### config.mk
export PLATFORM = sky130hd
export DESIGN_NAME = mdu_iter
export DESIGN_NICKNAME = d
export VERILOG_FILES = /design/src/rtl/mdu_iter.sv
export SDC_FILE = /design/constraint.sdc
export NUM_CORES = 2
export LEC_CHECK = 0
export ABC_AREA = 1
export CORE_MARGIN = 2
export CORE_UTILIZATION = 48
export CTS_CLUSTER_DIAMETER = 40
export DETAILED_ROUTE_END_ITERATION = 10
export GPL_TIMING_DRIVEN = 0
export HOLD_SLACK_MARGIN = 0.06
export PLACE_DENSITY_LB_ADDON = 0.08
export SLEW_MARGIN = 10
export SYNTH_ARGS = -nofsm -noshare
export SYNTH_HDL_FRONTEND = slang
export SYNTH_SLANG_ARGS = --single-unit
### constraint.sdc
create_clock -name clk -period 12.9 [get_ports clk]
set_input_delay 2.58 -clock clk [delete_from_list [all_inputs] [get_ports clk]]
set_output_delay 2.58 -clock clk [all_outputs]
set_load 0.02 [all_outputs]
### src/rtl/mdu_iter.sv
// Iterative multiply/divide unit owning the HI/LO pair: fixed-latency multiply and
// accumulate, a restoring divider producing one quotient bit per cycle, MTHI/MTLO writes and flush.
module mdu_iter #(
    parameter int WIDTH   = 32,
    parameter int MUL_LAT = 5
) (
    input  logic             clk,
    input  logic             reset,
    input  logic [WIDTH-1:0] in1,
    input  logic [WIDTH-1:0] in2,
    input  logic             start,
    input  logic [2:0]       op,
    input  logic             hi_we,
    input  logic             lo_we,
    input  logic             flush,
    output logic [WIDTH-1:0] hi,
    output logic [WIDTH-1:0] lo,
    output logic             busy,
    output logic             done
);

    localparam int CNT_MAX = (MUL_LAT > WIDTH) ? MUL_LAT : WIDTH;
    localparam int CNT_W   = $clog2(CNT_MAX + 1);

    typedef enum logic [2:0] {
        S_IDLE     = 3'd0,
        S_MUL      = 3'd1,
        S_DIV_LOAD = 3'd2,
        S_DIV_ITER = 3'd3,
        S_DIV_FIX  = 3'd4
    } state_t;

    function automatic logic [WIDTH-1:0] negate(input logic [WIDTH-1:0] v);
        return (~v) + WIDTH'(1);
    endfunction

    state_t               state_r, state_s;
    logic [CNT_W-1:0]     cnt_r, cnt_s;
    logic [2:0]           op_r, op_s;
    logic [WIDTH-1:0]     a_r, a_s;
    logic [WIDTH-1:0]     b_r, b_s;
    logic [WIDTH-1:0]     rem_r, rem_s;
    logic [WIDTH-1:0]     quot_r, quot_s;
    logic                 div0_r, div0_s;
    logic                 q_neg_r, q_neg_s;
    logic                 r_neg_r, r_neg_s;
    logic [WIDTH-1:0]     hi_r, hi_s;
    logic [WIDTH-1:0]     lo_r, lo_s;
    logic                 busy_r, busy_s;
    logic                 done_r, done_s;

    logic [2*WIDTH-1:0]   a_ext_s, b_ext_s, prod_s, mul_res_s;
    logic [WIDTH:0]       shift_s, diff_s;

    // Datapath helpers: sign-aware product, accumulate result and one restoring step.
    always_comb begin
        if (op_r[0]) begin
            a_ext_s = {{WIDTH{a_r[WIDTH-1]}}, a_r};
            b_ext_s = {{WIDTH{b_r[WIDTH-1]}}, b_r};
        end else begin
            a_ext_s = {{WIDTH{1'b0}}, a_r};
            b_ext_s = {{WIDTH{1'b0}}, b_r};
        end
        prod_s = a_ext_s * b_ext_s;
        if (!op_r[2]) begin
            mul_res_s = prod_s;
        end else if (op_r[1]) begin
            mul_res_s = {hi_r, lo_r} - prod_s;
        end else begin
            mul_res_s = {hi_r, lo_r} + prod_s;
        end
        shift_s = {rem_r, quot_r[WIDTH-1]};
        diff_s  = shift_s - {1'b0, b_r};
    end

    // Next-state and next-register computation; flush outranks everything but reset.
    always_comb begin
        state_s = state_r;
        cnt_s   = cnt_r;
        op_s    = op_r;
        a_s     = a_r;
        b_s     = b_r;
        rem_s   = rem_r;
        quot_s  = quot_r;
        div0_s  = div0_r;
        q_neg_s = q_neg_r;
        r_neg_s = r_neg_r;
        hi_s    = hi_r;
        lo_s    = lo_r;
        busy_s  = busy_r;
        done_s  = 1'b0;
        if (flush && (state_r != S_IDLE)) begin
            state_s = S_IDLE;
            busy_s  = 1'b0;
        end else begin
            case (state_r)
                S_IDLE: begin
                    if (start && !flush) begin
                        op_s   = op;
                        a_s    = in1;
                        b_s    = in2;
                        div0_s = (in2 == {WIDTH{1'b0}});
                        busy_s = 1'b1;
                        if (!op[2] && op[1]) begin
                            state_s = S_DIV_LOAD;
                        end else begin
                            state_s = S_MUL;
                            cnt_s   = CNT_W'(MUL_LAT);
                        end
                    end else if (!start) begin
                        if (hi_we) begin
                            hi_s = in1;
                        end else begin
                            hi_s = hi_r;
                        end
                        if (lo_we) begin
                            lo_s = in1;
                        end else begin
                            lo_s = lo_r;
                        end
                    end else begin
                        state_s = S_IDLE;
                    end
                end
                S_MUL: begin
                    if (cnt_r == CNT_W'(1)) begin
                        {hi_s, lo_s} = mul_res_s;
                        state_s      = S_IDLE;
                        busy_s       = 1'b0;
                        done_s       = 1'b1;
                    end else begin
                        cnt_s = cnt_r - CNT_W'(1);
                    end
                end
                S_DIV_LOAD: begin
                    // Signed divide runs on magnitudes; signs are reapplied in the fixup cycle.
                    if (op_r[0]) begin
                        quot_s  = a_r[WIDTH-1] ? negate(a_r) : a_r;
                        b_s     = b_r[WIDTH-1] ? negate(b_r) : b_r;
                        q_neg_s = a_r[WIDTH-1] ^ b_r[WIDTH-1];
                        r_neg_s = a_r[WIDTH-1];
                    end else begin
                        quot_s  = a_r;
                        b_s     = b_r;
                        q_neg_s = 1'b0;
                        r_neg_s = 1'b0;
                    end
                    rem_s   = {WIDTH{1'b0}};
                    cnt_s   = CNT_W'(WIDTH);
                    state_s = S_DIV_ITER;
                end
                S_DIV_ITER: begin
                    if (!diff_s[WIDTH]) begin
                        rem_s  = diff_s[WIDTH-1:0];
                        quot_s = {quot_r[WIDTH-2:0], 1'b1};
                    end else begin
                        rem_s  = shift_s[WIDTH-1:0];
                        quot_s = {quot_r[WIDTH-2:0], 1'b0};
                    end
                    cnt_s = cnt_r - CNT_W'(1);
                    if (cnt_r == CNT_W'(1)) begin
                        state_s = S_DIV_FIX;
                    end else begin
                        state_s = S_DIV_ITER;
                    end
                end
                S_DIV_FIX: begin
                    if (!div0_r) begin
                        lo_s = q_neg_r ? negate(quot_r) : quot_r;
                        hi_s = r_neg_r ? negate(rem_r) : rem_r;
                    end else begin
                        lo_s = lo_r;
                        hi_s = hi_r;
                    end
                    state_s = S_IDLE;
                    busy_s  = 1'b0;
                    done_s  = 1'b1;
                end
                default: begin
                    state_s = S_IDLE;
                    busy_s  = 1'b0;
                end
            endcase
        end
    end

    // State and datapath registers with synchronous reset.
    always_ff @(posedge clk) begin
        if (reset) begin
            state_r <= S_IDLE;
            cnt_r   <= {CNT_W{1'b0}};
            op_r    <= 3'd0;
            a_r     <= {WIDTH{1'b0}};
            b_r     <= {WIDTH{1'b0}};
            rem_r   <= {WIDTH{1'b0}};
            quot_r  <= {WIDTH{1'b0}};
            div0_r  <= 1'b0;
            q_neg_r <= 1'b0;
            r_neg_r <= 1'b0;
            hi_r    <= {WIDTH{1'b0}};
            lo_r    <= {WIDTH{1'b0}};
            busy_r  <= 1'b0;
            done_r  <= 1'b0;
        end else begin
            state_r <= state_s;
            cnt_r   <= cnt_s;
            op_r    <= op_s;
            a_r     <= a_s;
            b_r     <= b_s;
            rem_r   <= rem_s;
            quot_r  <= quot_s;
            div0_r  <= div0_s;
            q_neg_r <= q_neg_s;
            r_neg_r <= r_neg_s;
            hi_r    <= hi_s;
            lo_r    <= lo_s;
            busy_r  <= busy_s;
            done_r  <= done_s;
        end
    end

    assign hi   = hi_r;
    assign lo   = lo_r;
    assign busy = busy_r;
    assign done = done_r;

endmodule

### Word-level counts from Yosys, hierarchy flattened

Index checks and enable logic that the tools add are counted.

* register bits: 209
* bits in latches: 0
* RAM bits: 0
* memory bits (read-only): 0
* output and inout port bits: 66
* memories kept: 0

* $add $sub $neg: 8
* multiply operators: 1
* divide/modulo/power cells: 0
* order comparisons: 0
* equality and inequality tests: 17
* shift operators: 0
* muxes and demuxes: 45
* bitwise logic cells: 7
* reduce and logical (&&, ||, !) cells: 24

Operators by type and width (count)
* $mux W32: 18
* $mux W64: 4
* $pmux W32 S2: 3
* $pmux W32 S3: 2
* $add A32 B1 Y32 const B: 4
* $not A32 Y32: 4
* $add A64 B64 Y64: 1
* $mul A64 B64 Y64: 1
* $sub A64 B64 Y64: 1
* $sub A33 B32 Y33: 1
* $logic_not A32 Y1: 1
* $pmux W6 S4: 1
* $ne A2 B2 Y1 const B: 11
* $mux W6: 3
* $reduce_and A7 Y1: 2
* $mux W3: 4
* $pmux W3 S4: 1
* $reduce_and A5 Y1: 2
* $eq A3 B2 Y1 const B: 2
* $eq A6 B1 Y1 const B: 1
* $mux W1: 6
* $reduce_and A2 Y1: 3
* $reduce_and A3 Y1: 2
* $reduce_bool A3 Y1: 2
* 16 further kinds: 22

### Depth between registers and ports, before layout

* word-level depth: 7
* mapped depth: 62
* mapped depth without buffers: 60

### Worst setup path after synthesis

OpenSTA, ideal clock, no wires.

* kind: flip-flop to flip-flop
* start point: register a_r[31]
* end point: register hi_r[31], in the netlist hi[31]
* library setup time: 0.120 ns
* arrival: 10.890 ns
* data required time: 12.780 ns
* slack: 1.890 ns
* cell stages (with the launch flop): 58
* path through: dfxtp_1 -> clkbuf_1 -> nand2_1 -> clkbuf_1 -> clkbuf_1 -> buf_1 -> nor2_1 -> fa_1 -> fa_1 -> fa_1 -> inv_1 -> fa_1 -> fa_1 -> fa_1 -> inv_1 -> fa_1 -> inv_1 -> fa_1 -> [22 not listed] -> nand2_1 -> nand2_1 -> o21ai_0 -> ha_1 -> inv_1 -> nor3_1 -> nand2_1 -> nor3_1 -> nand2_1 -> nand2_1 -> a31oi_1 -> nand3b_1 -> nand2_1 -> inv_1 -> nand3_2 -> nand3_1 -> nand2_1 -> a21oi_1

* cells in the longest elaborated chain, start to end: 7

Ends and longest elaborated chain
* start, declared: line 40 `logic [WIDTH-1:0] a_r, a_s;`
* start signal, assigned: line 193 `a_r <= {WIDTH{1'b0}};`
* start signal, assigned: line 208 `a_r <= a_s;`
* $mux W64 (*): line 57 `if (op_r[0]) begin`
* $mul A64 B64 Y64 (*): line 64 `prod_s = a_ext_s * b_ext_s;`
* $add A64 B64 Y64 or $sub A64 B64 Y64 (tied branches): line 70, 68
* $mux W64: line 67 `end else if (op_r[1]) begin`
* $mux W64 (*): line 65 `if (!op_r[2]) begin`
* $mux W32 (*): line 126 `if (cnt_r == CNT_W'(1)) begin`
* $pmux W32 S3 (*): line 96 `case (state_r)`
* end signal, assigned: line 200 `hi_r <= {WIDTH{1'b0}};`
* end signal, assigned: line 215 `hi_r <= hi_s;`
* end, declared: line 47 `logic [WIDTH-1:0] hi_r, hi_s;`

Mark *: on every way between the ends. The rest lies on a longest branch, timed or not. The select of a mux whose other input is x is not followed.
A chain may end at the register's enable or synchronous reset.

### Worst setup path in the final report

* start point: register a_r[2]
* end point: register hi_r[31], in the netlist hi[31]

Same word-level chain as after synthesis.

==> summary.md <==
| Metric | Value |
|---|---|
| Status | `finished clean` |
| Fin Hold WS | `0.493 ns` |
| Area contributors post-synth | `fa_1, inv_1, nand2_1, ha_1, dfxtp_1` |
| CP max stage cell | `dfxtp_1` |
| Clock root buffer | `clkbuf_16` |
| Fmax | `a little under 80 MHz` |
| Clock tree buffer depth | `3` |
| Register area share after synthesis | `5.93%` |
| Hold depth | `2` |
| Die Y | `387 um` |
| Met2 WL | `around 140000 um` |
| Routed vias/inst | `around 5.6` |
| GRT Residual Overflow | `0` |
| NumNets Final | `roughly 12000` |
| Wire length on met3 | `roughly 36000 um` |
| DRT Pass-1 Iters | `6` |
| Clock sinks | `209` |
| Setup crit end kind | `register` |
| Final Hold Fails | `0` |
| Fill count | `between 10000 and 15000` |
| Vias | `~65000` |
| Initial DRC Count | `~6700` |
| Worst setup margin | `between 0.2 and 0.3 ns` |
| Yosys cell types | `70` |
| Crit Path Category | `register to register` |
| Global-route wire length before repair | `around 470000 um` |
| Pre-CTS setup slack | `-2.41 ns` |
| R2R Setup Slk | `between 0.2 and 0.3 ns` |
| Leakage | `about 0.042 uW` |
| Metal-1 WL | `122000 um` |
| Die Area | `150000 um^2` |
| H-tree depth | `2` |
| Initial antenna violation count | `11` |
| Hold_buf cts | `0` |
| Area growth syn-to-layout | `8.80%` |
| Final setup violation count | `0` |
| Row cnt | `140` |
| Synth Net Count | `about 11000` |
| Syn. warnings | `0` |
| WL per Instance | `28.2 um` |
| Largest net degree at the start of global routing | `25` |
| Most common cell after layout, fill and taps aside | `inv_1` |
| Final WL | `328000 um` |
| Slew margin rel. | `roughly 13%` |
| Synth Flop Type | `dfxtp_1` |
| Count of buffers from port buffering | `~140` |
| Die W | `about 390 um` |
| Clock buffer count from CTS | `35` |
| FF+latch count, synth | `209` |
| CTS tree | `built` |
| Pwr per Cell Area | `roughly 130 nW/um^2` |
| Final HPWL from detailed placement | `roughly 280000 um` |
| Starting density of the core | `about half` |
| Worst Hold Class | `register to register` |
| Worst slew pin tran | `roughly 1.3 ns` |
| Placeable Area | `146000 um^2` |
| Worst Hold End | `quot_r[0]` |
| Ys async rst share | `0%` |
| Peak VDD IR | `roughly 140 uV` |
| Final ANT Viol Nets | `0` |
| Vias in the first global route | `around 67000` |
| Yosys top cell area share | `slightly above 40%` |
| Crit path time final | `~13 ns` |
| Worst Reg-to-Reg Cells | `just under 50` |
| Worst-path maximum fanout | `8` |
| R2R Path Start | `a_r[2]` |
| CP Data Required Time | `13.39 ns` |
| Largest stage delay on the critical path | `around 0.67 ns` |
| Top sig layer | `met5` |
| WP data arrival | `between 10 and 15 ns` |
| Max Slew Vio Count | `0` |
| Global placement routability congestion | `~1.1` |
| Number of synthesized flops with an enable pin | `0` |
| FF-to-FF End | `hi[31]` |
| Worst skew pair latency | `around 0.57 ns` |
| Share of cells above drive strength 1 | `approximately 6.7%` |
| Unrepaired setup endpoints after global routing | `true` |
| Clock skew | `approximately 0.033 ns` |
| Avg Cell Area, Syn | `between 7 and 8 um^2` |
| Final period utilization | `between 90% and 100%` |
| Io pins | `approximately 140` |
| Post-synthesis cell count | `~9500` |
| DRC Markers | `0` |
| Commonest cells after routing, fill and taps aside | `inv_1, nand2_1, fa_1, a21oi_1, nor2_1` |
| All-layer global routing usage | `around 44%` |
| Synth area leader | `fa_1` |
| Hold Startpoint | `quot_r[0]` |
| CP Launch Type | `register` |
| Synthesized area | `~70000 um^2` |
| Clock-pin slew on the worst setup and hold paths | `roughly 0.060 ns` |
| Max Cap Violations | `0` |
-- Yosys cell counts (7+ instances only) --
cell type	n
o21a_1	9
o21ai_0	344
buf_2	20
nor2_2	46
nand3b_1	20
nand3_2	14
a21oi_1	453
o221ai_1	13
inv_2	47
nor2_1	479
dfxtp_1	209
a21oi_2	11
nor3_2	17
clkbuf_1	281
ha_1	402
a31oi_1	59
a221oi_1	28
nor4_1	23
inv_1	2654
nand4_1	50
nand3_1	218
o31ai_1	7
nor3_1	69
a211oi_1	9
nor2_4	12
a21boi_0	9
fa_1	1435
o21ai_1	22
or2_2	27
xor2_1	129
buf_1	84
o21bai_1	23
xnor2_1	45
a21o_1	15
a41oi_1	14
nand2_2	45
o211ai_1	91
nand2_1	2036
-- logic make-up after synthesis --
logic type | Yosys count | synth area share (%)
simple gates | 3075 | 18.3
compound gates | 1131 | 9.21
fa+ha+maj | 1837 | 47.9
xor+xnor | 176 | 2.21
buf+inv | 3091 | 16.5
flops | 209 | 5.93
-- final cells by class --
| type | count | area [um^2] | share of cell area, % |
|---|---|---|---|
| well taps | 1917 | 2400 | 3.13 |
| flip-flops and latches | 209 | 4240 | 5.53 |
| inverters | 2705 | 10200 | 13.3 |
| clock inverters | 23 | 269 | 0.351 |
| clock buffers | 40 | 905 | 1.18 |
| repair buffers | 175 | 1770 | 2.31 |
| multi-input cells | 6219 | 55400 | 72.2 |
| diodes | 6 | 15.0 | 0.0196 |
| plain buffers | 335 | 1580 | 2.06 |
-- routing by layer --
layer | GRT usage, % | up-vias
li1 | - | 28400
met2 | 67.8 | 3643
met1 | 55.2 | 32300
met5 | 0 | -
met3 | 10.4 | 930
met4 | 29.8 | 4
-- report_power, final --
| part | internal [uW] | total (uW) | switching [uW] | leakage (uW) |
|---|---|---|---|---|
| Sequential | 711 | 893 | 182 | 0.00172 |
| Clock | 564 | 986 | 423 | 0.000563 |
| Combinational | 2350 | 8030 | 5680 | 0.0399 |
-- worst max-delay path by stage --
stage,startpoint,slack [ns],cells past startpoint,end
global route,b_r[14],-0.16,49,hi[31]
detailed placement,a_r[31],-2.41,56,hi[31]
global placement,b_r[31],-2.61,56,hi[31]
floorplan,a_r[31],1.89,57,hi[31]
CTS,a_r[31],0.004,56,hi[31]
finish,a_r[2],0.28,49,hi[31]
-- registers in the layout, indices dropped and copies added (netlist names) --
name,cells
quot_r,32
r_neg_r,1
busy,1
lo,32
q_neg_r,1
state_r,3
b_r,32
div0_r,1
a_r,32
hi,32
rem_r,32
done,1
cnt_r,6
op_r,3
-- per-stage QoR --
stage	utilization [%]	power [uW]	cells	TNS, ns	instance area, um^2
detailed placement	51.0	8400	11600	-20.15	74400
CTS	52.3	9530	11600	0	76200
global placement	51.0	8410	11600	-35.13	74300
floorplan	-	5510	9519	0	70500
finish	52.6	9910	11600	0	76700
global route	52.6	10500	11600	-0.182	76700
-- timing repair --
action | in CTS | in global routing
pin swaps | 7 | 17
resized for setup | 194 | 324
setup buffers | 13 | 20
setup endpoints to repair | 24 | 25
-- critical path, delay by kind of cell, from the launching register on --
family	cells	cell delay, ns
DFF	1	0.67
AOI/OAI and AO/OA	8	1.75
buffers and inverters	9	1.23
and+or+nand+nor	19	2.88
adders and majority gates	11	5.18
xor gates and xnor gates	2	0.81
Note: power is estimated with default switching activity, not from simulation.
